**config.mk**
```make
export PLATFORM = sky130hd
export DESIGN_NAME = sam_memory_responder
export DESIGN_NICKNAME = d
export VERILOG_FILES = /design/src/rtl/sam_memory_responder.sv
export SDC_FILE = /design/constraint.sdc
export NUM_CORES = 2
export LEC_CHECK = 0
export CAP_MARGIN = 20
export CELL_PAD_IN_SITES_DETAIL_PLACEMENT = 0
export CELL_PAD_IN_SITES_GLOBAL_PLACEMENT = 1
export CORE_MARGIN = 5
export CORE_UTILIZATION = 45
export CTS_BUF_LIST = sky130_fd_sc_hd__clkbuf_4
export DETAILED_ROUTE_END_ITERATION = 16
export PLACE_DENSITY_LB_ADDON = 0.1
export SLEW_MARGIN = 20
export SYNTH_ARGS = -nofsm -noshare
export SYNTH_HDL_FRONTEND = slang
export SYNTH_SLANG_ARGS = --single-unit
```
**constraint.sdc**
```tcl
create_clock -name clk -period 4.8 [get_ports clk]
set_input_delay 0.48 -clock clk [delete_from_list [all_inputs] [get_ports clk]]
set_output_delay 0.48 -clock clk [all_outputs]
set_load 0.05 [all_outputs]
```
**src/rtl/sam_memory_responder.sv**
```systemverilog
// SAM CPU bus memory responder: word-organised 16-bit RAM behind a request/wait handshake.
// mem_wait is high for exactly LATENCY cycles per access, counting the cycle request is first seen.
module sam_memory_responder #(
  parameter int    ADDR_BITS = 8,
  parameter int    LATENCY   = 3,
  parameter string INIT_FILE = ""
) (
  input  logic        clk,
  input  logic        reset,
  input  logic [15:0] address,
  input  logic        request,
  input  logic        rw,
  input  logic [15:0] data_in,
  output logic        mem_wait,
  output logic [15:0] data_out
);

  typedef enum logic [1:0] {IDLE, BUSY, DONE} state_t;

  typedef struct packed {
    logic [ADDR_BITS-1:0] idx;
    logic                 rw;
    logic [15:0]          wdata;
  } req_t;

  localparam logic [3:0] CNT_INIT = 4'(LATENCY - 1);

  logic [15:0] mem [0:(2**ADDR_BITS)-1];

  state_t      state_q, state_d;
  logic [3:0]  cnt_q, cnt_d;
  req_t        req_q, req_d;
  logic [15:0] data_out_q, data_out_d;
  req_t        acc;
  logic        do_acc;
  logic        mem_we;

  logic unused_addr;
  assign unused_addr = ^{address[15:ADDR_BITS+1], address[0]};

  always_comb begin
    state_d    = state_q;
    cnt_d      = cnt_q;
    req_d      = req_q;
    data_out_d = data_out_q;
    do_acc     = 1'b0;
    acc        = req_q;
    case (state_q)
      IDLE: begin
        if (request) begin
          req_d = '{idx: address[ADDR_BITS:1], rw: rw, wdata: data_in};
          // The IDLE cycle already counts as one wait cycle; LATENCY=1 completes here.
          if (LATENCY <= 1) begin
            do_acc  = 1'b1;
            acc     = req_d;
            state_d = DONE;
          end else begin
            cnt_d   = CNT_INIT;
            state_d = BUSY;
          end
        end
      end
      BUSY: begin
        cnt_d = cnt_q - 4'd1;
        if (cnt_q <= 4'd1) begin
          do_acc  = 1'b1;
          state_d = DONE;
        end
      end
      DONE: begin
        if (!request) state_d = IDLE;
      end
      default: state_d = IDLE;
    endcase
    if (do_acc && acc.rw) data_out_d = mem[acc.idx];
  end

  assign mem_we = do_acc && !acc.rw && !reset;

  always_ff @(posedge clk) begin
    if (reset) begin
      state_q    <= IDLE;
      cnt_q      <= 4'd0;
      req_q      <= '0;
      data_out_q <= 16'h0000;
    end else begin
      state_q    <= state_d;
      cnt_q      <= cnt_d;
      req_q      <= req_d;
      data_out_q <= data_out_d;
    end
  end

  always_ff @(posedge clk) begin
    if (mem_we) mem[acc.idx] <= acc.wdata;
  end

  assign mem_wait = !reset && ((state_q == IDLE && request) || state_q == BUSY);
  assign data_out = data_out_q;

endmodule

```
==> metrics.csv <==
metric,value,unit
setup_viol_count_final,0,
cts_setup_buffers,0,
synth_top_family_by_area,multiplexers,
yosys.area.top_type,edfxtp_1,
synth_area_per_cell,21.8,um2
die_h,603,um
io_buffer_count,44,
endpoint_kind,register,
grt-ovfl-total,0,
synth_top_area_share,77.6,%
worstMarginPinSlew,1.26,ns
crit_type,reg -> reg,
crit_required,6.10,ns
power.total,76.9,mW
drtPass1Iterations,6,
numCtsBuffers,1161,
cts.htree.levels,7,
gr-usage-all-layers,26.3,%
ys_warn_count,0,
wl_per_cell,33.7,um
placed_area,169000,um2
clkLatencyLatePin,1.69,ns
tns,0,ns
comb_power_share,7.7,%
synth_fa_ha_area_share,0.0158,%
yosysSeqAreaShare,78.2,%
worstPathMaxFanout,14,
netlist_area,158000,um2
die_area,364000,um2
drv_slew,0,
synth-async-reset-ratio,0,%
hold_class,in -> reg,
fin_area,183000,um2
synth_seq_cells,4143,
utilization,52.1,%
final_cell_mix,"4096 x edfxtp_1, 1640 x clkbuf_4, 919 x mux4_2",
coreArea,352000,um2
nNetsFinal,8814,
drt_drc_violations_left,0,
skew,0.127,ns
synth_area_leaders,"edfxtp_1 78%, mux4_2 13%, mux2i_1 1.7%",
cts_hold_buffers,101,
relSlewSlack,15.8,%
synth-compound-area-share,3.13,%
drive_gt1_share,36.4,%
path_clk_slew,0.07,ns
hold_viol,0,
cts_tree,yes,
p_per_area,419,nW/um2
cp-start-kind,register,
cts_max_path_buffers,5,
antenna_found_initial,26,
power.net_switching,18.1,mW
critical_path_arrival,5.61,ns
postRouteWirelength,475000,um
maxCapViolCount,0,
layout_commonest_cell,edfxtp_1,
synth_cell_type_count,76,
synthesis.nets,7307,
synth-edff-count,4096,
pin_count,53,
peakVddDrop,219,uV
initial_utilization,45.1,%
synth_ff_type,edfxtp_1,
clock_sinks,4143,
grt_max_degree,151,
synth_xor_area_share,0,%
routabilityCongestion,0.846,
grt_pass1_wl,665000,um
cts_resized,0,
drt_iter0_drc,9901,
clockRootBuffer,clkbuf_4,
p_seq_share,52.6,%
layout_worst_path_cycle_share,90.0,%
synthMuxAreaShare,15.0,%
dp.final_hpwl,291000,um
period_minus_slack,4.32,ns
p_int,58.8,mW
first_global_vias,86500,
post_drt_via_cell_ratio,6.01,
syn2layout_area_growth,15.7,%
outcome,finished clean,
p_sw_share,23.6,%
die_w,603,um
pwr-share-clk,39.7,%
p_leak,58.5,nW
synthCells,7269,
core.rowCount,218,
fmax,232,MHz
yosys.area_share.simple,2.16,%
drtAntennaViolNets,0,
via_count,84700,
rsz0062_at_grt,no,
[worst max-delay path: stages, from the launching register on]
cell,delay (ns)
dfxtp_1,0.44
nor2b_1,0.32
nand3_1,0.18
or3_1,0.52
nor3_1,0.59
nand2_2,0.85
nor2_1,0.71
buf_4,0.33
[sequential cells by signal, indices dropped and copies added (netlist names)]
name and count:
data_out 16, acc 25, cnt_q 4, mem 4096, state_q 2
[cell usage after synthesis (36+ instances only)]
cell type and n:
nor3_1 45, nor2_1 391, buf_2 142, o22ai_1 122
buf_4 75, a221oi_1 48, mux4_2 919, a21oi_1 82
clkbuf_1 153, a22o_1 36, nand2_1 170, edfxtp_1 4096
o21ai_0 67, mux2i_1 266, nand3_1 37, dfxtp_1 47
a22oi_1 140
[kinds of logic (layout without fill, tap and decap cells)]
| logic type | after synthesis | count (layout) |
|---|---|---|
| flops | 4143 | 4143 |
| mux | 1222 | 1222 |
| simple gates | 774 | 774 |
| compound gates | 694 | 694 |
| buf+inv | 434 | 2612 |
| fa+ha+maj | 2 | 2 |
| other cells | 0 | 32 |
[layer usage]
layer	vias up	share of wire, %	track usage, %
met5	-	0.0086	0
met4	6	3.3	10.6
met3	769	7.7	5.30
met2	3981	47	39.7
met1	45500	42	37.8
li1	34500	-	-
[final cells by class]
class	instances	area, um2
fillers	28300	168000
inverters	5	22.5
repair buffers	773	7250
clock buffers	1640	12300
well taps	4620	5780
flip-flops and latches	4143	124000
multi-input cells	2692	32600
diodes	32	80.1
clock inverters	194	1220
[path summary, 6_finish.rpt]
| path | to | slack, ns | startpoint | cells after the start |
|---|---|---|---|---|
| setup reg to reg | mem[252][6]$_DFFE_PP_ | 0.48 | state_q[0]$_SDFFE_PP0P_ | 7 |
| hold / removal | cnt_q[0]$_SDFFE_PP0P_ | 0.27 | request | 5 |
| setup / recovery | mem[252][6]$_DFFE_PP_ | 0.48 | state_q[0]$_SDFFE_PP0P_ | 7 |
| hold reg to reg | cnt_q[0]$_SDFFE_PP0P_ | 0.49 | cnt_q[0]$_SDFFE_PP0P_ | 2 |
[metrics by stage]
stage                     std cells  hold slack [ns]  setup slack, ns
after floorplan                7269            0.458            0.547
after global placement        12100            0.484            0.447
after detailed placement      12100            0.487            0.555
after CTS                     14100           0.0730            0.482
after global routing          14100            0.255            0.325
final                         14100            0.266            0.482
[power groups by stage]
stage / clock, mW / sequential [mW] / combinational (mW)
floorplan: 0 / 41.6 / 2.89
global placement: 0 / 41.2 / 5.75
detailed placement: 0 / 41.3 / 5.83
CTS: 31.3 / 40.5 / 5.92
global route: 33.4 / 40.4 / 6.20
finish: 30.5 / 40.5 / 5.90
No activity file was read; power rests on OpenSTA's default activity.
==> variant (same flow settings) <==
Change the parameter `ADDR_BITS` from 8 to 7.
--- a/src/rtl/sam_memory_responder.sv
+++ b/src/rtl/sam_memory_responder.sv
@@ -3,3 +3,3 @@
 module sam_memory_responder #(
-  parameter int    ADDR_BITS = 8,
+  parameter int    ADDR_BITS = 7,
   parameter int    LATENCY   = 3,
Check against the original RTL: not settled (the Yosys comparison gave no result); the edit may change what the design does.
==> variant against the unedited design <==
Sequential share of layout area is 0.13 points lower; largest power group unchanged; total power decreased by 49%; synthesized area shrank 49%; worst setup slack better by 310 ps; final area down 50%; sequential cell count fell by 2049; highest routed layer unchanged; wire length is 48% lower; fmax increased by 7.7%; clock skew decreased by 21 ps; synthesized cell count is 40% lower.
==> variant: results (changes against the unedited design) <==
stage,metric,value,unit,change
status,outcome,completed,,unchanged
final_layout,layout-drive-gt1-share,29.0,%,was 36.4%
logic_synthesis,syn_nets,4373,,was 7307
logic_synthesis,yosysSeqAreaShare,77.5,%,was 78.2%
final_layout,top_register,mem,,unchanged
setup_path,critical-path-top-delay-family,compound AO/OA/AOI/OAI gates,,was simple AND/OR/NAND/NOR gates
final_layout,nNetsFinal,5083,,was 8814
clock_network,cts_max_path_buffers,4,,was 5
power,p_leak,29.8,nW,was 58.5 nW
setup_path,critPathMaxStageDelay,960,ps,was 850 ps
logic_synthesis,synth_area_leaders,"edfxtp_1, mux4_2, a221oi_1, mux2i_1, nor2_1",,"was edfxtp_1, mux4_2, mux2i_1, nor2_1, a22oi_1"
global_routing,antenna_found_initial,18,,was 26
placement,io_buffers,43,,was 44
clock_network,cts-root-buf,clkbuf_4,,unchanged
logic_synthesis,synth_cell_types,80,,was 76
drt,drtIter0Drc,4661,,was 9901
clock_network,clk_latency,1370,ps,was 1690 ps
drt,vias_per_cell,6.00,,was 6.01
final_layout,nFillCells,14700,,was 28300
placement,dpl_cell_area,0.0852,mm2,was 0.169 mm2
final_layout,largest_register_ffs,2048,,was 4096
placement,place.gp.congestion,0.821,,was 0.846
timing,tightest_slew,1350,ps,was 1260 ps
logic_synthesis,synth_edf_count,2048,,was 4096
logic_synthesis,synth_warnings,0,,unchanged
global_routing,grt_pass1_vias,46500,,was 86500
power,power.density,422,mW/mm2,was 419 mW/mm2
drt,routed_wl,247000,um,was 475000 um
setup_path,critPathMaxFanout,34,,was 14
power,p_comb_share,8.4,%,was 7.7%
drt,first_pass_iters,5,,was 6
clock_network,cts_inserted_buffers,569,,was 1161
placement,hpwlAfterDp,144000,um,was 291000 um
global_routing,gr-total-overflow,0,,unchanged
timing,fin_skew,106,ps,was 127 ps
clock_network,h-tree-depth,6,,was 7
global_routing,grt_use_total,26.3,%,about the same
setup_path,slowest_stage,nor2b_4,,was nand2_2
logic_synthesis,async_reset_ff_share,0,%,unchanged
power,pg_clk,15.1,mW,was 30.5 mW
clock_network,clk_pin_slew,60,ps,
global_routing,grt_start_max_net_pins,99,,was 151
logic_synthesis,synth_common_cells,"edfxtp_1, nor2_1, a221oi_1",,"was edfxtp_1, mux4_2, nor2_1"
global_routing,grt_pass1_wl,348000,um,was 665000 um
power,ir_drop,358,uV,was 219 uV
hold_path,min_path_type,in2reg,,unchanged
power,p_sw,9.61,mW,was 18.1 mW
[variant: metrics by stage]
step           power, mW  worst slack, ps  instances  hold WS [ps]
2_1_floorplan       22.7             1760       4335           459
3_3_place_gp        24.2              526       6767           488
3_5_place_dp        24.2              831       6768           497
4_1_cts             39.4              835       7750           181
5_1_grt             40.7              687       7756           262
6_report            39.0              793       7760           335
[variant: worst register-to-register path, delay by kind of cell, from the launching register on]
kind / cells / cell delay [ps]
AOI/OAI and AO/OA: 5 / 1240
and+or+nand+nor: 2 / 1110
buffers and inverters: 2 / 900
DFF: 1 / 640
[variant: final cells by class]
type	instances	area share, %
well taps	2355	3.18
multi-input cells	1934	17.8
inverters	10	0.0473
clock inverters	80	0.400
diodes	9	0.0243
clock buffers	842	6.83
flip-flops and latches	2094	67.5
repair buffers	436	4.20
[variant: worst paths after layout]
check | to | depth (start not counted) | from | slack [ps]
worst max-delay path | data_out[10] | 9 | acc[17] | 790
worst min-delay path | cnt_q[0] | 4 | reset | 340
worst max register to register | data_out[10] | 9 | acc[17] | 790
worst min register to register | cnt_q[1] | 2 | cnt_q[1] | 520
[variant: cell families (layout without fill, tap and decap cells)]
group,after synthesis,after routing,synth area share [%]
flops,2094,2094,77.5
compound gates,909,909,8.45
simple gates,589,589,3.08
mux,434,434,8.71
buf+inv,307,1368,2.20
fa+ha+maj,2,2,0.0311
other cells,0,9,0
[variant: timing repair]
item                                   CTS  global route
hold buffers                            60             0
endpoints found under the hold margin   47             0
gates resized for setup                  0             0
setup buffers                            0             0
[variant: layer usage]
layer / vias up / GRT usage (%) / part of all wire [%]
li1: 19700 / - / -
met1: 24400 / 36.7 / 42
met3: 379 / 6.38 / 8.2
met5: - / 0 / 0.011
met2: 2092 / 40.5 / 47
met4: 4 / 9.59 / 3.3
